--- config.mk ---
export PLATFORM = sky130hd
export DESIGN_NAME = lfsr_led_sequencer_flat
export DESIGN_NICKNAME = d
export VERILOG_FILES = /design/src/rtl/lfsr_pkg.sv /design/src/rtl/lfsr_led_sequencer_if.sv /design/src/rtl/lfsr_xnor.sv /design/src/rtl/lfsr_led_sequencer.sv /design/src/flat_wrapper.sv
export SDC_FILE = /design/constraint.sdc
export NUM_CORES = 1
export LEC_CHECK = 0
export CAP_MARGIN = 25
export CORE_MARGIN = 1
export CORE_UTILIZATION = 59
export CTS_CLUSTER_DIAMETER = 150
export DETAILED_ROUTE_END_ITERATION = 10
export PLACE_DENSITY = 0.83
export SLEW_MARGIN = 15
export SYNTH_ARGS = -nofsm -noshare
export SYNTH_HDL_FRONTEND = slang
export SYNTH_SLANG_ARGS = --single-unit
--- constraint.sdc ---
create_clock -name i_clk -period 4.1 [get_ports i_clk]
set_clock_uncertainty 0.15 [all_clocks]
set_input_delay 1.025 -clock i_clk [delete_from_list [all_inputs] [get_ports i_clk]]
set_output_delay 1.025 -clock i_clk [all_outputs]
set_load 0.03 [all_outputs]
--- src/rtl/lfsr_pkg.sv ---
`default_nettype none
// ============================================================================
// Module      : lfsr_pkg
// Description : Shared definitions for the LFSR LED sequencer: maximal-length
//               XNOR tap table (widths 3..32) and display-mode encodings.
// Ports       : none (package)
// Revision    : 1.0 - initial release
// ============================================================================
package lfsr_pkg;

    localparam logic [1:0] MODE_SINGLE = 2'b00;
    localparam logic [1:0] MODE_ALL    = 2'b01;
    localparam logic [1:0] MODE_CHASE  = 2'b10;
    localparam logic [1:0] MODE_COUNT  = 2'b11;

    // Tap n of the classic maximal-length table maps to register bit n-1.
    // With XNOR feedback the all-ones word is the lockup state, so an
    // all-zeros reset value sits on the maximal cycle.
    function automatic logic [31:0] lfsr_taps(input int width);
        logic [31:0] mask;
        mask = 32'h0;
        case (width)
            3:       mask = 32'h0000_0006;
            4:       mask = 32'h0000_000C;
            5:       mask = 32'h0000_0014;
            6:       mask = 32'h0000_0030;
            7:       mask = 32'h0000_0060;
            8:       mask = 32'h0000_00B8;
            9:       mask = 32'h0000_0110;
            10:      mask = 32'h0000_0240;
            11:      mask = 32'h0000_0500;
            12:      mask = 32'h0000_0829;
            13:      mask = 32'h0000_100D;
            14:      mask = 32'h0000_2015;
            15:      mask = 32'h0000_6000;
            16:      mask = 32'h0000_D008;
            17:      mask = 32'h0001_2000;
            18:      mask = 32'h0002_0400;
            19:      mask = 32'h0004_0023;
            20:      mask = 32'h0009_0000;
            21:      mask = 32'h0014_0000;
            22:      mask = 32'h0030_0000;
            23:      mask = 32'h0042_0000;
            24:      mask = 32'h00E1_0000;
            25:      mask = 32'h0120_0000;
            26:      mask = 32'h0200_0023;
            27:      mask = 32'h0400_0013;
            28:      mask = 32'h0900_0000;
            29:      mask = 32'h1400_0000;
            30:      mask = 32'h2000_0029;
            31:      mask = 32'h4800_0000;
            32:      mask = 32'h8020_0003;
            default: mask = 32'h0;
        endcase
        return mask;
    endfunction

endpackage : lfsr_pkg
`default_nettype wire

--- src/rtl/lfsr_led_sequencer_if.sv ---
`default_nettype none
// ============================================================================
// Module      : lfsr_led_sequencer_if
// Description : Board-side signal bundle of the LED sequencer.
// Ports       : i_mode [1:0]     - display mode (async board switches)
//               i_sel [SEL_W-1:0] - channel select for SINGLE mode (async)
//               o_led [NUM_CH-1:0]- registered LED drive
//               o_tick           - one-cycle LFSR period pulse
//               modport master : board/testbench side
//               modport slave  : sequencer side
// Revision    : 1.0 - initial release
// ============================================================================
interface lfsr_led_sequencer_if #(
    parameter int NUM_CH = 4,
    parameter int SEL_W  = $clog2(NUM_CH)
);
    logic [1:0]        i_mode;
    logic [SEL_W-1:0]  i_sel;
    logic [NUM_CH-1:0] o_led;
    logic              o_tick;

    modport master (output i_mode, output i_sel, input  o_led, input  o_tick);
    modport slave  (input  i_mode, input  i_sel, output o_led, output o_tick);
endinterface : lfsr_led_sequencer_if
`default_nettype wire

--- src/rtl/lfsr_xnor.sv ---
`default_nettype none
// ============================================================================
// Module      : lfsr_xnor
// Description : Free-running Fibonacci LFSR with XNOR feedback. Resets to
//               zero and walks the full 2^WIDTH-1 cycle.
// Ports       : i_clk   - system clock
//               i_rst_n - asynchronous active-low reset
//               o_data  - current LFSR contents
//               o_done  - high when the next state is zero (period wrap),
//                         intended to be registered by the consumer
// Revision    : 1.0 - initial release
// ============================================================================
module lfsr_xnor
    import lfsr_pkg::*;
#(
    parameter int WIDTH = 22
) (
    input  wire logic             i_clk,
    input  wire logic             i_rst_n,
    output logic      [WIDTH-1:0] o_data,
    output logic                  o_done
);

    localparam logic [WIDTH-1:0] C_TAPS = WIDTH'(lfsr_taps(WIDTH));

    logic [WIDTH-1:0] r_data;
    logic             w_fb;
    logic [WIDTH-1:0] w_next;

    assign w_fb   = ~^(r_data & C_TAPS);
    assign w_next = {r_data[WIDTH-2:0], w_fb};

    always_ff @(posedge i_clk or negedge i_rst_n) begin
        if (!i_rst_n) begin
            r_data <= '0;
        end else begin
            r_data <= w_next;
        end
    end

    // Flagging the upcoming zero lets a downstream register line its pulse
    // up with the cycle in which the LFSR itself reads zero.
    assign o_done = (w_next == '0);
    assign o_data = r_data;

endmodule : lfsr_xnor
`default_nettype wire

--- src/rtl/lfsr_led_sequencer.sv ---
`default_nettype none
// ============================================================================
// Module      : lfsr_led_sequencer
// Description : LFSR-paced LED driver. A period tick advances a toggle bit,
//               a chase position and a counter; the synchronised mode input
//               selects which of these is shown on the LEDs.
// Ports       : i_clk   - system clock
//               i_rst_n - asynchronous active-low reset
//               bus     - lfsr_led_sequencer_if.slave (i_mode, i_sel in;
//                         o_led, o_tick out, all outputs registered)
// Revision    : 1.0 - initial release
// ============================================================================
module lfsr_led_sequencer
    import lfsr_pkg::*;
#(
    parameter int LFSR_WIDTH = 22,
    parameter int NUM_CH     = 4,
    parameter int SEL_W      = $clog2(NUM_CH)
) (
    input  wire logic           i_clk,
    input  wire logic           i_rst_n,
    lfsr_led_sequencer_if.slave bus
);

    logic [LFSR_WIDTH-1:0] w_lfsr_data;
    logic                  w_lfsr_done;

    lfsr_xnor #(
        .WIDTH (LFSR_WIDTH)
    ) u_lfsr (
        .i_clk   (i_clk),
        .i_rst_n (i_rst_n),
        .o_data  (w_lfsr_data),
        .o_done  (w_lfsr_done)
    );

    // Contents are not needed here; only the period wrap matters.
    logic w_lfsr_unused;
    assign w_lfsr_unused = ^w_lfsr_data;

    logic [1:0]        r_mode_meta, r_mode_s;
    logic [SEL_W-1:0]  r_sel_meta,  r_sel_s;
    logic              r_tick;
    logic              r_toggle;
    logic [SEL_W-1:0]  r_pos;
    logic [NUM_CH-1:0] r_count;
    logic [NUM_CH-1:0] r_led;

    logic              w_toggle_nxt;
    logic [SEL_W-1:0]  w_pos_nxt;
    logic [NUM_CH-1:0] w_count_nxt;
    logic [NUM_CH-1:0] w_led_nxt;

    // NUM_CH is a power of two, so natural SEL_W-bit overflow is the wrap.
    assign w_toggle_nxt = r_tick ? ~r_toggle               : r_toggle;
    assign w_pos_nxt    = r_tick ? r_pos + SEL_W'(1)       : r_pos;
    assign w_count_nxt  = r_tick ? r_count + NUM_CH'(1)    : r_count;

    // LEDs are driven from the post-tick values so they change on the same
    // edge as the state they display.
    always_comb begin
        w_led_nxt = '0;
        case (r_mode_s)
            MODE_SINGLE: w_led_nxt[r_sel_s]   = w_toggle_nxt;
            MODE_ALL:    w_led_nxt            = {NUM_CH{w_toggle_nxt}};
            MODE_CHASE:  w_led_nxt[w_pos_nxt] = 1'b1;
            default:     w_led_nxt            = w_count_nxt;
        endcase
    end

    always_ff @(posedge i_clk or negedge i_rst_n) begin
        if (!i_rst_n) begin
            r_mode_meta <= '0;
            r_mode_s    <= '0;
            r_sel_meta  <= '0;
            r_sel_s     <= '0;
            r_tick      <= 1'b0;
            r_toggle    <= 1'b0;
            r_pos       <= '0;
            r_count     <= '0;
            r_led       <= '0;
        end else begin
            r_mode_meta <= bus.i_mode;
            r_mode_s    <= r_mode_meta;
            r_sel_meta  <= bus.i_sel;
            r_sel_s     <= r_sel_meta;
            r_tick      <= w_lfsr_done;
            r_toggle    <= w_toggle_nxt;
            r_pos       <= w_pos_nxt;
            r_count     <= w_count_nxt;
            r_led       <= w_led_nxt;
        end
    end

    assign bus.o_led  = r_led;
    assign bus.o_tick = r_tick;

endmodule : lfsr_led_sequencer
`default_nettype wire

--- src/flat_wrapper.sv ---
// flat-port wrapper written by rule: the top's interface ports become plain ports
module lfsr_led_sequencer_flat import lfsr_pkg::*;
#(
    parameter int LFSR_WIDTH = 22,
    parameter int NUM_CH     = 4,
    parameter int SEL_W      = $clog2(NUM_CH)
)
  (i_clk, i_rst_n, bus_i_mode, bus_i_sel, bus_o_led, bus_o_tick);
  lfsr_led_sequencer_if #(.NUM_CH(NUM_CH), .SEL_W(SEL_W)) bus_i ();
  input  wire logic i_clk;
  input  wire logic i_rst_n;
  input wire logic [$bits(bus_i.i_mode)-1:0] bus_i_mode;
  input wire logic [$bits(bus_i.i_sel)-1:0] bus_i_sel;
  output wire logic [$bits(bus_i.o_led)-1:0] bus_o_led;
  output wire logic [$bits(bus_i.o_tick)-1:0] bus_o_tick;
  assign bus_i.i_mode = bus_i_mode;
  assign bus_i.i_sel = bus_i_sel;
  assign bus_o_led = bus_i.o_led;
  assign bus_o_tick = bus_i.o_tick;
  lfsr_led_sequencer #(.LFSR_WIDTH(LFSR_WIDTH), .NUM_CH(NUM_CH), .SEL_W(SEL_W)) u_core (.i_clk(i_clk), .i_rst_n(i_rst_n), .bus(bus_i));
endmodule
==> results of run 1 <==
-- where the power goes --
group,total [mW],internal [mW],switching [mW]
clock network,0.264,0.142,0.122
logic,0.0262,0.0110,0.0152
registers,0.425,0.420,0.00481
total,0.715,0.573,0.142
-- worst register-to-register path: cells and delay by family (launching register included) --
family	cells	cell delay (ns)
compound gates	1	0.18
simple gates	2	0.61
flops	1	0.65
-- flip-flops by register name (all words and copies together) (netlist names) --
| signal | cells |
|---|---|
| u_core.r_mode_meta | 2 |
| u_core.r_pos | 2 |
| u_core.u_lfsr.o_data | 22 |
| u_core.bus.o_tick | 1 |
| u_core.bus.o_led | 4 |
| u_core.r_toggle | 1 |
| u_core.r_mode_s | 2 |
| u_core.r_count | 4 |
| u_core.r_sel_s | 2 |
| u_core.r_sel_meta | 2 |
-- stage by stage --
step | setup slack, ns | utilization [%] | instances | cell area, µm²
6_report | 1.17 | 71.9 | 135 | 1620
5_1_grt | 1.08 | 71.9 | 135 | 1620
4_1_cts | 1.16 | 71.9 | 135 | 1620
3_5_place_dp | 1.55 | 68.3 | 128 | 1540
3_3_place_gp | 1.59 | 68.3 | 128 | 1540
2_1_floorplan | 2.42 | - | 93 | 1430
-- final timing paths --
path                                                      to
max in group asynchronous  u_core.u_lfsr.o_data[7]$_DFF_PN0_
setup reg to reg               u_core.bus.o_led[3]$_DFF_PN0_
setup / recovery                                  bus_o_tick
hold reg to reg                 u_core.r_mode_s[1]$_DFF_PN0_
min in group asynchronous      u_core.bus.o_led[2]$_DFF_PN0_
hold / removal                  u_core.r_mode_s[1]$_DFF_PN0_
-- synth_stat cells --
master	count	share of area, %
sky130_fd_sc_hd__clkbuf_1	1	0.26
sky130_fd_sc_hd__a21o_1	1	0.53
sky130_fd_sc_hd__buf_4	1	0.53
sky130_fd_sc_hd__nor3_1	2	0.70
sky130_fd_sc_hd__a22oi_1	1	0.53
sky130_fd_sc_hd__a21boi_0	1	0.53
sky130_fd_sc_hd__a31oi_1	1	0.44
sky130_fd_sc_hd__a21oi_1	4	1.4
sky130_fd_sc_hd__nor2b_1	3	1.3
sky130_fd_sc_hd__o2bb2ai_1	1	0.61
sky130_fd_sc_hd__or3_1	1	0.44
sky130_fd_sc_hd__mux2_4	1	1.1
sky130_fd_sc_hd__mux2i_1	1	0.70
sky130_fd_sc_hd__o21bai_1	1	0.53
sky130_fd_sc_hd__and3b_1	1	0.61
sky130_fd_sc_hd__nand4_1	1	0.44
sky130_fd_sc_hd__buf_2	1	0.35
sky130_fd_sc_hd__or2_2	1	0.44
sky130_fd_sc_hd__xnor2_1	3	1.8
sky130_fd_sc_hd__or3b_1	1	0.61
sky130_fd_sc_hd__or4_1	1	0.53
sky130_fd_sc_hd__o221a_1	1	0.79
sky130_fd_sc_hd__xor2_1	2	1.2
sky130_fd_sc_hd__a32o_1	1	0.70
sky130_fd_sc_hd__nand3b_1	1	0.53
sky130_fd_sc_hd__dfrtp_1	42	74
sky130_fd_sc_hd__nor4_1	4	1.8
sky130_fd_sc_hd__a32oi_1	1	0.61
sky130_fd_sc_hd__nand2_1	2	0.53
sky130_fd_sc_hd__ha_1	1	0.88
sky130_fd_sc_hd__xor2_2	1	1.1
sky130_fd_sc_hd__nor4b_1	1	0.61
sky130_fd_sc_hd__nand2b_1	3	1.3
sky130_fd_sc_hd__o21ai_0	1	0.35
sky130_fd_sc_hd__nand4_2	1	0.88
sky130_fd_sc_hd__nor2_1	2	0.53
-- cell families (layout without fill, tap and decap cells) --
kind of cell    after synthesis  in the layout  synth area share, %
buf+inv                       3             17                 1.14
compound gates               14             14                 7.02
simple gates                 25             25                 11.2
flops                        42             42                 73.7
xor+xnor                      6              6                 4.22
fa+ha+maj                     1              1                0.878
mux                           2              2                 1.76
-- area by class of cell --
class / count / area (µm²)
well taps: 28 / 35.0
repair buffers: 10 / 95.1
flip-flops and latches: 42 / 1050
clock inverters: 1 / 30.0
fillers: 150 / 634
clock buffers: 6 / 51.3
multi-input cells: 48 / 358
-- routing by layer --
layer,part of all wire (%),up-vias
met4,1.4,0
met5,0,-
li1,-,357
met1,46,385
met2,49,14
met3,4.0,4
==> flow_summary.html, run 1 <==
<table>
<tr><th>Metric</th><th>Value</th></tr>
<tr><th colspan="2">Setup path</th></tr>
<tr><td>Critical R2R Launch</td><td>u_core.bus.o_tick$_DFF_PN0_</td></tr>
<tr><td>Critical-path maximum fanout</td><td>12</td></tr>
<tr><td>Worst path bufs/invs</td><td>1</td></tr>
<tr><td>Endpoint arrival time on the critical path</td><td>around 1.8 ns</td></tr>
<tr><td>List of cells traversed by the critical path</td><td>clkdlybuf4s50_1</td></tr>
<tr><td>Gate family responsible for the most delay along the worst path</td><td>buffers and inverters</td></tr>
<tr><td>Crit end category</td><td>primary output</td></tr>
<tr><td>Data required, critical path</td><td>around 3 ns</td></tr>
<tr><td>Highest-delay cell along the critical path</td><td>sky130_fd_sc_hd__clkdlybuf4s50_1</td></tr>
<tr><td>CP Launch Point</td><td>u_core.bus.o_tick$_DFF_PN0_</td></tr>
<tr><td>Flop-to-flop setup slack</td><td>between 2 and 2.5 ns</td></tr>
<tr><td>Type of the setup path with the least slack</td><td>register to primary output</td></tr>
<tr><td>Crit. path cell count</td><td>1</td></tr>
<tr><td>Setup crit start kind</td><td>register</td></tr>
<tr><td>Logic depth of the worst register-to-register path</td><td>3</td></tr>
<tr><td>CP max stage delay</td><td>about 0.76 ns</td></tr>
<tr><th colspan="2">Global routing</th></tr>
<tr><td>Wire length of the first global-routing pass</td><td>around 3500 µm</td></tr>
<tr><td>Largest net degree at the start of global routing</td><td>between 40 and 50</td></tr>
<tr><td>Peak-usage layer in the global routing report</td><td>met2</td></tr>
<tr><td>Met1 usage</td><td>between 20% and 30%</td></tr>
<tr><td>Vias in the first global route</td><td>roughly 760</td></tr>
<tr><td>Number of antenna violations at the first check in global routing</td><td>0</td></tr>
<tr><td>Met3 capacity usage during global routing</td><td>under 10%</td></tr>
<tr><td>Total track usage</td><td>between 20% and 30%</td></tr>
<tr><td>Remaining global-route overflow</td><td>0</td></tr>
<tr><td>Met2 Resource Use GR</td><td>a little over 30%</td></tr>
<tr><th colspan="2">Clock tree</th></tr>
<tr><td>Clock tree root driver cell</td><td>sky130_fd_sc_hd__clkbuf_4</td></tr>
<tr><td>Hold buffers post-CTS</td><td>0</td></tr>
<tr><td>Number of sinks driven by the clock tree</td><td>42</td></tr>
<tr><td>Number of setup buffers added after CTS</td><td>0</td></tr>
<tr><td>Cts bufs inserted</td><td>5</td></tr>
<tr><td>H-tree level count</td><td>2</td></tr>
<tr><td>CTS-repair resized insts</td><td>0</td></tr>
<tr><td>Worst skew pair latency</td><td>about 0.35 ns</td></tr>
<tr><td>Clock-pin slew on the worst setup and hold paths</td><td>around 0.12 ns</td></tr>
<tr><td>Maximum buffer depth of the clock tree</td><td>2</td></tr>
<tr><td>Clock tree from TritonCTS</td><td>yes</td></tr>
<tr><th colspan="2">Yosys</th></tr>
<tr><td>Syn Nets</td><td>100</td></tr>
<tr><td>Syn Std Cell Area</td><td>between 1000 and 1500 µm²</td></tr>
<tr><td>Count of mapped cells out of synthesis</td><td>93</td></tr>
<tr><td>Synth warnings</td><td>0</td></tr>
<tr><td>Sequential share of the synthesized area</td><td>between 70% and 80%</td></tr>
<tr><td>Count of distinct cell types in the synthesized netlist</td><td>36</td></tr>
<tr><td>Mapped Avg Cell Area</td><td>~15 µm²</td></tr>
<tr><td>Register bit count reported by yosys</td><td>42</td></tr>
<tr><th colspan="2">Timing</th></tr>
<tr><td>Final Hold Viols</td><td>0</td></tr>
<tr><td>Worst hold slack</td><td>roughly 0.21 ns</td></tr>
<tr><td>Setup TNS Final</td><td>0 ns</td></tr>
<tr><td>Achievable clock frequency</td><td>between 0.3 and 0.4 GHz</td></tr>
<tr><td>Worst Max-Slew Pin Slew</td><td>between 0.8 and 0.9 ns</td></tr>
<tr><td>Worst slew slack as a fraction of its limit</td><td>41.3%</td></tr>
<tr><td>Setup-violating endpoint count in the final report</td><td>0</td></tr>
<tr><td>Portion of the clock cycle consumed by the worst path in the final layout</td><td>71.6%</td></tr>
<tr><td>Final period demand of the worst path</td><td>between 2 and 3 ns</td></tr>
<tr><td>Number of max-slew violations in the final report</td><td>0</td></tr>
<tr><td>RSZ-0062 raised after global routing</td><td>false</td></tr>
<tr><th colspan="2">Drt</th></tr>
<tr><td>Detailed-route DRC error count</td><td>0</td></tr>
<tr><td>Via total after detailed routing</td><td>760</td></tr>
<tr><td>Total wire length after detailed routing</td><td>between 2000 and 2500 µm</td></tr>
<tr><td>Routed WL per cell</td><td>~16 µm</td></tr>
<tr><td>Pre-Repair DR Iteration Count</td><td>4</td></tr>
<tr><td>Avg Vias per Cell</td><td>around 5.6</td></tr>
<tr><td>Number of nets with antenna violations after routing</td><td>0</td></tr>
<tr><td>DRC marker count from the first detailed-route iteration</td><td>10</td></tr>
<tr><th colspan="2">Die</th></tr>
<tr><td>Starting Density</td><td>approximately 63%</td></tr>
<tr><td>Vertical die dimension</td><td>51.1 µm</td></tr>
<tr><td>Top Ports</td><td>11</td></tr>
<tr><td>Die Area</td><td>between 2000 and 3000 µm²</td></tr>
<tr><td>Placeable core area</td><td>about 2300 µm²</td></tr>
<tr><td>Number of rows created at floorplan</td><td>17</td></tr>
<tr><td>Horizontal extent of the die</td><td>roughly 50 µm</td></tr>
<tr><th colspan="2">Layout</th></tr>
<tr><td>Area grow syn2layout</td><td>13.7%</td></tr>
<tr><td>Share of post-route cells with drive strength above 1</td><td>11.2%</td></tr>
<tr><td>Final #Nets</td><td>approximately 110</td></tr>
<tr><td>Most used cells in the layout excluding fill and tap cells</td><td>sky130_fd_sc_hd__dfrtp_1, sky130_fd_sc_hd__clkdlybuf4s50_1, sky130_fd_sc_hd__clkbuf_4, sky130_fd_sc_hd__a21oi_1, sky130_fd_sc_hd__nor4_1</td></tr>
<tr><td>Number of antenna repair diodes</td><td>0</td></tr>
<tr><td>Most common cell after layout, fill and taps aside</td><td>sky130_fd_sc_hd__dfrtp_1</td></tr>
<tr><th colspan="2">Min path</th></tr>
<tr><td>Worst hold path cell count</td><td>0</td></tr>
<tr><td>Startpoint of the worst hold path</td><td>u_core.r_mode_meta[1]$_DFF_PN0_</td></tr>
<tr><td>Tightest Hold Check Type</td><td>register to register</td></tr>
<tr><th colspan="2">Pwr</th></tr>
<tr><td>Power density over the cells</td><td>~440 nW/µm²</td></tr>
<tr><td>Lkg Pwr</td><td>slightly below 0.7 nW</td></tr>
<tr><td>VDD IR-drop max</td><td>between 0.3 and 0.4 mV</td></tr>
<tr><td>Sum of internal, switching and leakage power</td><td>0.715 mW</td></tr>
<tr><th colspan="2">Placed design</th></tr>
<tr><td>Detailed placement HPWL</td><td>~1400 µm</td></tr>
<tr><td>Count of buffers inserted at the top-level ports</td><td>10</td></tr>
<tr><td>Routability-driven placement congestion ratio</td><td>0.754</td></tr>
<tr><th colspan="2">Run</th></tr>
<tr><td>Max-capacitance violation count</td><td>0</td></tr>
<tr><th colspan="2">Run status</th></tr>
<tr><td>Run status</td><td>completed</td></tr>
</table>
No activity file was read; power rests on OpenSTA's default activity.
==> run 2, diff against run 1 <==
CORE_UTILIZATION = 55   (was 59)
PLACE_DENSITY = 0.79   (was 0.83)
clock period = 2.7 ns   (was 4.1 ns; I/O delays follow)
==> run 2 against run 1 <==
Net effect:
- clock-buffer cell count stayed put
- clock power increased by 50%
- via count increased by 0.66%
==> flow_summary.html, run 2 (same netlist as run 1, synthesis figures left out) <==
<table>
<tr><th>Metric</th><th>Value</th></tr>
<tr><th colspan="2">Die</th></tr>
<tr><td>Starting Density</td><td>58.1% (was 63.2%)</td></tr>
<tr><td>Die Area</td><td>2800 µm² (was 2620 µm²)</td></tr>
<tr><td>Horizontal extent of the die</td><td>52.9 µm (was 51.1 µm)</td></tr>
<tr><td>Top Ports</td><td>11 (unchanged)</td></tr>
<tr><td>Vertical die dimension</td><td>52.9 µm (was 51.1 µm)</td></tr>
<tr><td>Placeable core area</td><td>2450 µm² (was 2250 µm²)</td></tr>
<tr><td>Number of rows created at floorplan</td><td>18 (was 17)</td></tr>
<tr><th colspan="2">Pwr</th></tr>
<tr><td>Lkg Pwr</td><td>0.682 nW (unchanged)</td></tr>
<tr><td>VDD IR-drop max</td><td>0.493 mV (was 0.394 mV)</td></tr>
<tr><td>Power density over the cells</td><td>666 nW/µm² (was 441 nW/µm²)</td></tr>
<tr><th colspan="2">Clock tree</th></tr>
<tr><td>H-tree level count</td><td>2 (unchanged)</td></tr>
<tr><td>Maximum buffer depth of the clock tree</td><td>2 (unchanged)</td></tr>
<tr><td>CTS-repair resized insts</td><td>0 (unchanged)</td></tr>
<tr><td>Worst skew pair latency</td><td>0.34 ns (was 0.35 ns)</td></tr>
<tr><td>Hold buffers post-CTS</td><td>0 (unchanged)</td></tr>
<tr><td>Cts bufs inserted</td><td>5 (unchanged)</td></tr>
<tr><td>Clock tree from TritonCTS</td><td>yes (unchanged)</td></tr>
<tr><td>Number of setup buffers added after CTS</td><td>0 (unchanged)</td></tr>
<tr><td>Number of sinks driven by the clock tree</td><td>42 (unchanged)</td></tr>
<tr><td>Clock-pin slew on the worst setup and hold paths</td><td>0.12 ns (about the same)</td></tr>
<tr><td>Clock tree root driver cell</td><td>sky130_fd_sc_hd__clkbuf_4 (unchanged)</td></tr>
<tr><th colspan="2">Layout</th></tr>
<tr><td>Number of antenna repair diodes</td><td>0 (unchanged)</td></tr>
<tr><td>Most common cell after layout, fill and taps aside</td><td>sky130_fd_sc_hd__dfrtp_1 (unchanged)</td></tr>
<tr><td>Largest register FFs</td><td>22 (unchanged)</td></tr>
<tr><td>Fillcell total</td><td>185 (was 150)</td></tr>
<tr><td>Final #Nets</td><td>114 (unchanged)</td></tr>
<tr><td>Share of post-route cells with drive strength above 1</td><td>11.2% (unchanged)</td></tr>
<tr><td>Area grow syn2layout</td><td>13.9% (was 13.7%)</td></tr>
<tr><td>Final core utilization</td><td>66.1% (was 71.9%)</td></tr>
<tr><td>Most used cells in the layout excluding fill and tap cells</td><td>sky130_fd_sc_hd__dfrtp_1, sky130_fd_sc_hd__clkdlybuf4s50_1, sky130_fd_sc_hd__clkbuf_4, sky130_fd_sc_hd__a21oi_1, sky130_fd_sc_hd__nor4_1 (unchanged)</td></tr>
<tr><th colspan="2">Timing</th></tr>
<tr><td>Achievable clock frequency</td><td>between 0.3 and 0.4 GHz</td></tr>
<tr><td>Setup-violating endpoint count in the final report</td><td>0 (unchanged)</td></tr>
<tr><td>Worst slew slack as a fraction of its limit</td><td>41.6% (was 41.3%)</td></tr>
<tr><td>Final worst-path setup slack</td><td>0.127 ns (was 1.17 ns)</td></tr>
<tr><td>Setup TNS Final</td><td>0 ns (unchanged)</td></tr>
<tr><td>Number of max-slew violations in the final report</td><td>0 (unchanged)</td></tr>
<tr><td>Final period demand of the worst path</td><td>~2.6 ns</td></tr>
<tr><td>Final Hold Viols</td><td>0 (unchanged)</td></tr>
<tr><td>Worst Max-Slew Pin Slew</td><td>0.876 ns (was 0.881 ns)</td></tr>
<tr><td>RSZ-0062 raised after global routing</td><td>false (unchanged)</td></tr>
<tr><td>Portion of the clock cycle consumed by the worst path in the final layout</td><td>a little over nine tenths</td></tr>
<tr><th colspan="2">Setup path</th></tr>
<tr><td>Type of the setup path with the least slack</td><td>register to primary output (unchanged)</td></tr>
<tr><td>Gate family responsible for the most delay along the worst path</td><td>buffers and inverters (unchanged)</td></tr>
<tr><td>Setup crit start kind</td><td>register (unchanged)</td></tr>
<tr><td>Highest-delay cell along the critical path</td><td>sky130_fd_sc_hd__clkdlybuf4s50_1 (unchanged)</td></tr>
<tr><td>FF-to-FF End</td><td>u_core.bus.o_led[3]$_DFF_PN0_ (unchanged)</td></tr>
<tr><td>Endpoint arrival time on the critical path</td><td>1.75 ns (was 1.76 ns)</td></tr>
<tr><td>Critical-path maximum fanout</td><td>12 (unchanged)</td></tr>
<tr><td>CP max stage delay</td><td>0.76 ns (about the same)</td></tr>
<tr><td>Logic depth of the worst register-to-register path</td><td>3 (unchanged)</td></tr>
<tr><td>Data required, critical path</td><td>1.88 ns (was 2.92 ns)</td></tr>
<tr><td>List of cells traversed by the critical path</td><td>clkdlybuf4s50_1 (unchanged)</td></tr>
<tr><td>Crit end category</td><td>primary output (unchanged)</td></tr>
<tr><td>Critical R2R Launch</td><td>u_core.bus.o_tick$_DFF_PN0_ (unchanged)</td></tr>
<tr><td>Crit. path cell count</td><td>1 (unchanged)</td></tr>
<tr><td>Flop-to-flop setup slack</td><td>0.96 ns (was 2.43 ns)</td></tr>
<tr><td>Worst path bufs/invs</td><td>1 (unchanged)</td></tr>
<tr><th colspan="2">Drt</th></tr>
<tr><td>Detailed-route DRC error count</td><td>0 (unchanged)</td></tr>
<tr><td>Avg Vias per Cell</td><td>5.58 (was 5.63)</td></tr>
<tr><td>Via total after detailed routing</td><td>765 (was 760)</td></tr>
<tr><td>Pre-Repair DR Iteration Count</td><td>4 (unchanged)</td></tr>
<tr><td>Number of nets with antenna violations after routing</td><td>0 (unchanged)</td></tr>
<tr><td>Routed WL per cell</td><td>15.2 µm (was 15.9 µm)</td></tr>
<tr><td>Total wire length after detailed routing</td><td>2080 µm (was 2140 µm)</td></tr>
<tr><td>DRC marker count from the first detailed-route iteration</td><td>11 (was 10)</td></tr>
<tr><th colspan="2">Global routing</th></tr>
<tr><td>Number of antenna violations at the first check in global routing</td><td>0 (unchanged)</td></tr>
<tr><td>Vias in the first global route</td><td>744 (was 764)</td></tr>
<tr><td>Remaining global-route overflow</td><td>0 (unchanged)</td></tr>
<tr><td>Wire length of the first global-routing pass</td><td>3380 µm (was 3530 µm)</td></tr>
<tr><td>Total track usage</td><td>18.7% (was 20.4%)</td></tr>
<tr><td>Largest net degree at the start of global routing</td><td>43 (unchanged)</td></tr>
<tr><th colspan="2">Placed design</th></tr>
<tr><td>Detailed placement HPWL</td><td>1380 µm (was 1390 µm)</td></tr>
<tr><td>DP Worst Slack</td><td>0.501 ns (was 1.55 ns)</td></tr>
<tr><td>Count of buffers inserted at the top-level ports</td><td>10 (unchanged)</td></tr>
<tr><td>Routability-driven placement congestion ratio</td><td>0.766 (was 0.754)</td></tr>
<tr><th colspan="2">Run status</th></tr>
<tr><td>Run status</td><td>completed (unchanged)</td></tr>
<tr><th colspan="2">Min path</th></tr>
<tr><td>Worst hold path cell count</td><td>0 (unchanged)</td></tr>
<tr><td>Startpoint of the worst hold path</td><td>u_core.r_sel_meta[1]$_DFF_PN0_ (was u_core.r_mode_meta[1]$_DFF_PN0_)</td></tr>
<tr><td>Worst hold path endpoint</td><td>u_core.r_sel_s[1]$_DFF_PN0_ (was u_core.r_mode_s[1]$_DFF_PN0_)</td></tr>
<tr><td>Tightest Hold Check Type</td><td>register to register (unchanged)</td></tr>
<tr><th colspan="2">Run</th></tr>
<tr><td>Max-capacitance violation count</td><td>0 (unchanged)</td></tr>
</table>
run 2: area by class of cell:
| cell class | count | area (µm²) | area share [%] |
|---|---|---|---|
| Sequential cell | 42 | 1050 | 64.8 |
| Multi-Input combinational cell | 48 | 358 | 22.1 |
| Timing Repair Buffer | 10 | 95.1 | 5.86 |
| Clock buffer | 6 | 51.3 | 3.16 |
| Tap cell | 30 | 37.5 | 2.31 |
| Clock inverter | 1 | 30.0 | 1.85 |
run 2: through the flow:
step                      hold WS (ns)  total power, mW  std cells  instance area [µm²]
final                            0.206             1.08        137                 1620
after global routing             0.216             1.12        137                 1620
after CTS                        0.208             1.10        137                 1620
after detailed placement         0.186            0.697        130                 1540
after global placement           0.182            0.696        130                 1540
after floorplan                  0.181            0.672         93                 1430
run 2: worst max path at each step:
stage                                               end  slack, ns                   startpoint
final                                        bus_o_tick       0.13  u_core.bus.o_tick$_DFF_PN0_
after global routing                         bus_o_tick       0.04  u_core.bus.o_tick$_DFF_PN0_
after CTS                                    bus_o_tick       0.10  u_core.bus.o_tick$_DFF_PN0_
after detailed placement                     bus_o_tick       0.50  u_core.bus.o_tick$_DFF_PN0_
after global placement                       bus_o_tick       0.54  u_core.bus.o_tick$_DFF_PN0_
after floorplan           u_core.bus.o_led[1]$_DFF_PN0_       1.11  u_core.bus.o_tick$_DFF_PN0_
run 2: where the power goes:
part | internal [mW] | leakage, nW | switching, mW
clock network | 0.216 | 0.0443 | 0.181
registers | 0.637 | 0.461 | 0.00733
logic | 0.0166 | 0.177 | 0.0227
run 2: routing by layer:
layer  vias up  part of all wire [%]  track usage (%)
met4         0                   2.5             10.5
met1       385                    45             24.8
met2        20                    48             25.7
met5         -                     0                0
li1        356                     -                -
met3         4                   4.3             7.76
==> run 3, diff against run 2 <==
CORE_MARGIN = 4   (was 1)
==> run 3 against run 2 <==
Net effect:
- final area stayed put
- total power is 0.21% lower
- register-to-register slack gained 0.05 ns
- global-route usage is 4.2 points lower
- routed wire length is 3.2% lower
- fmax rose by 0.48%
- clock power hardly changed
- critical path depth unchanged
- die area up 24%
- largest cell class unchanged
==> flow_summary.html, run 3 (same netlist as run 1, synthesis figures left out) <==
<table>
<tr><th>Metric</th><th>Value</th></tr>
<tr><th colspan="2">Setup path</th></tr>
<tr><td>List of cells traversed by the critical path</td><td>clkdlybuf4s50_1 (unchanged)</td></tr>
<tr><td>Data required, critical path</td><td>1.88 ns (about the same)</td></tr>
<tr><td>Highest-delay cell along the critical path</td><td>sky130_fd_sc_hd__clkdlybuf4s50_1 (unchanged)</td></tr>
<tr><td>Endpoint arrival time on the critical path</td><td>1.74 ns (was 1.75 ns)</td></tr>
<tr><td>Worst path bufs/invs</td><td>1 (unchanged)</td></tr>
<tr><td>Crit end category</td><td>primary output (unchanged)</td></tr>
<tr><td>Critical-path maximum fanout</td><td>12 (unchanged)</td></tr>
<tr><td>Gate family responsible for the most delay along the worst path</td><td>buffers and inverters (unchanged)</td></tr>
<tr><td>Type of the setup path with the least slack</td><td>register to primary output (unchanged)</td></tr>
<tr><td>Setup crit start kind</td><td>register (unchanged)</td></tr>
<tr><td>CP max stage delay</td><td>0.76 ns (about the same)</td></tr>
<tr><th colspan="2">Drt</th></tr>
<tr><td>Routed WL per cell</td><td>14.7 µm (was 15.2 µm)</td></tr>
<tr><td>DRC marker count from the first detailed-route iteration</td><td>17 (was 11)</td></tr>
<tr><td>Via total after detailed routing</td><td>747 (was 765)</td></tr>
<tr><td>Avg Vias per Cell</td><td>5.45 (was 5.58)</td></tr>
<tr><td>Detailed-route DRC error count</td><td>0 (unchanged)</td></tr>
<tr><td>Number of nets with antenna violations after routing</td><td>0 (unchanged)</td></tr>
<tr><td>Pre-Repair DR Iteration Count</td><td>4 (unchanged)</td></tr>
<tr><td>Total wire length after detailed routing</td><td>2010 µm (was 2080 µm)</td></tr>
<tr><th colspan="2">Clock tree</th></tr>
<tr><td>CTS-repair resized insts</td><td>0 (unchanged)</td></tr>
<tr><td>Number of setup buffers added after CTS</td><td>0 (unchanged)</td></tr>
<tr><td>Clock tree from TritonCTS</td><td>yes (unchanged)</td></tr>
<tr><td>Hold buffers post-CTS</td><td>0 (unchanged)</td></tr>
<tr><td>Worst skew pair latency</td><td>0.33 ns (was 0.34 ns)</td></tr>
<tr><td>H-tree level count</td><td>2 (unchanged)</td></tr>
<tr><td>Clock-pin slew on the worst setup and hold paths</td><td>0.11 ns (was 0.12 ns)</td></tr>
<tr><td>Clock tree root driver cell</td><td>sky130_fd_sc_hd__clkbuf_4 (unchanged)</td></tr>
<tr><td>Cts bufs inserted</td><td>5 (unchanged)</td></tr>
<tr><td>Maximum buffer depth of the clock tree</td><td>2 (unchanged)</td></tr>
<tr><td>Number of sinks driven by the clock tree</td><td>42 (unchanged)</td></tr>
<tr><th colspan="2">Run status</th></tr>
<tr><td>Run status</td><td>completed (unchanged)</td></tr>
<tr><th colspan="2">Timing</th></tr>
<tr><td>Final Hold Viols</td><td>0 (unchanged)</td></tr>
<tr><td>Achievable clock frequency</td><td>0.391 GHz (was 0.389 GHz)</td></tr>
<tr><td>Setup TNS Final</td><td>0 ns (unchanged)</td></tr>
<tr><td>Worst slew slack as a fraction of its limit</td><td>42.7% (was 41.6%)</td></tr>
<tr><td>Final period demand of the worst path</td><td>2.56 ns (was 2.57 ns)</td></tr>
<tr><td>Number of max-slew violations in the final report</td><td>0 (unchanged)</td></tr>
<tr><td>RSZ-0062 raised after global routing</td><td>false (unchanged)</td></tr>
<tr><td>Worst Max-Slew Pin Slew</td><td>0.860 ns (was 0.876 ns)</td></tr>
<tr><td>Setup-violating endpoint count in the final report</td><td>0 (unchanged)</td></tr>
<tr><td>Portion of the clock cycle consumed by the worst path in the final layout</td><td>94.8% (was 95.3%)</td></tr>
<tr><th colspan="2">Layout</th></tr>
<tr><td>Largest register FFs</td><td>22 (unchanged)</td></tr>
<tr><td>Final #Nets</td><td>114 (unchanged)</td></tr>
<tr><td>Area grow syn2layout</td><td>13.9% (unchanged)</td></tr>
<tr><td>Number of antenna repair diodes</td><td>0 (unchanged)</td></tr>
<tr><td>Most used cells in the layout excluding fill and tap cells</td><td>sky130_fd_sc_hd__dfrtp_1, sky130_fd_sc_hd__clkdlybuf4s50_1, sky130_fd_sc_hd__clkbuf_4, sky130_fd_sc_hd__a21oi_1, sky130_fd_sc_hd__nor4_1 (unchanged)</td></tr>
<tr><td>Most common cell after layout, fill and taps aside</td><td>sky130_fd_sc_hd__dfrtp_1 (unchanged)</td></tr>
<tr><td>Summed area of non-filler cells in the final layout</td><td>1620 µm² (unchanged)</td></tr>
<tr><td>Share of post-route cells with drive strength above 1</td><td>11.2% (unchanged)</td></tr>
<tr><th colspan="2">Die</th></tr>
<tr><td>Number of rows created at floorplan</td><td>18 (unchanged)</td></tr>
<tr><td>Vertical die dimension</td><td>58.9 µm (was 52.9 µm)</td></tr>
<tr><td>Starting Density</td><td>57.5% (was 58.1%)</td></tr>
<tr><td>Placeable core area</td><td>2480 µm² (was 2450 µm²)</td></tr>
<tr><td>Top Ports</td><td>11 (unchanged)</td></tr>
<tr><td>Horizontal extent of the die</td><td>58.9 µm (was 52.9 µm)</td></tr>
<tr><td>Die Area</td><td>3470 µm² (was 2800 µm²)</td></tr>
<tr><th colspan="2">Run</th></tr>
<tr><td>Max-capacitance violation count</td><td>0 (unchanged)</td></tr>
<tr><th colspan="2">Global routing</th></tr>
<tr><td>Number of antenna violations at the first check in global routing</td><td>0 (unchanged)</td></tr>
<tr><td>Wire length of the first global-routing pass</td><td>3610 µm (was 3380 µm)</td></tr>
<tr><td>Remaining global-route overflow</td><td>0 (unchanged)</td></tr>
<tr><td>Total track usage</td><td>14.5% (was 18.7%)</td></tr>
<tr><td>Largest net degree at the start of global routing</td><td>43 (unchanged)</td></tr>
<tr><td>Vias in the first global route</td><td>774 (was 744)</td></tr>
<tr><th colspan="2">Placed design</th></tr>
<tr><td>Count of buffers inserted at the top-level ports</td><td>10 (unchanged)</td></tr>
<tr><td>Routability-driven placement congestion ratio</td><td>0.766 (unchanged)</td></tr>
<tr><td>Placed inst area</td><td>1540 µm² (unchanged)</td></tr>
<tr><th colspan="2">Pwr</th></tr>
<tr><td>Power density over the cells</td><td>664 nW/µm² (was 666 nW/µm²)</td></tr>
<tr><td>VDD IR-drop max</td><td>0.493 mV (about the same)</td></tr>
<tr><td>Lkg Pwr</td><td>0.682 nW (unchanged)</td></tr>
<tr><th colspan="2">Min path</th></tr>
<tr><td>Tightest Hold Check Type</td><td>register to register (unchanged)</td></tr>
</table>
## run 3: cell counts in the layout (fill, tap and decap cells not counted)
No cell type changed its count.
## run 3: stage by stage
stage / hold WS (ns) / setup slack [ns] / utilization (%) / power, mW / cells
6_report: 0.197 / 0.140 / 65.5 / 1.08 / 137
5_1_grt: 0.218 / 0.0359 / 65.5 / 1.13 / 137
4_1_cts: 0.201 / 0.115 / 65.5 / 1.09 / 137
3_5_place_dp: 0.185 / 0.496 / 62.2 / 0.697 / 130
3_3_place_gp: 0.185 / 0.537 / 62.2 / 0.696 / 130
2_1_floorplan: 0.181 / 1.11 / - / 0.672 / 93
## run 3: cell type report
class                           count  area [µm²]
Clock buffer                        6        51.3
Clock inverter                      1        30.0
Timing Repair Buffer               10        95.1
Sequential cell                    42        1050
Multi-Input combinational cell     48         358
Tap cell                           30        37.5
Fill cell                         181         855
## run 3: power by group
part / total (mW) / leakage, nW / switching, mW / internal, mW
Combinational: 0.0390 / 0.177 / 0.0224 / 0.0166
Clock: 0.394 / 0.0443 / 0.178 / 0.216
Sequential: 0.645 / 0.461 / 0.00741 / 0.637
## run 3: worst paths after layout
| kind | to | depth (start not counted) | slack [ns] | startpoint |
|---|---|---|---|---|
| max reg2reg | u_core.bus.o_led[3]$_DFF_PN0_ | 3 | 1.01 | u_core.bus.o_tick$_DFF_PN0_ |
| max in group asynchronous | u_core.u_lfsr.o_data[19]$_DFF_PN0_ | 1 | 1.57 | i_rst_n |
| max | bus_o_tick | 1 | 0.14 | u_core.bus.o_tick$_DFF_PN0_ |
| min | u_core.r_mode_s[0]$_DFF_PN0_ | 0 | 0.20 | u_core.r_mode_meta[0]$_DFF_PN0_ |
| min in group asynchronous | u_core.bus.o_led[2]$_DFF_PN0_ | 1 | 0.29 | i_rst_n |
| min reg2reg | u_core.r_mode_s[0]$_DFF_PN0_ | 0 | 0.20 | u_core.r_mode_meta[0]$_DFF_PN0_ |
## run 3: layer usage
layer | wire (µm) | global-route usage [%]
met1 | 926 | 18.1
met4 | 14 | 5.83
met2 | 987 | 22.6
met5 | 0 | 0
met3 | 82 | 5.92
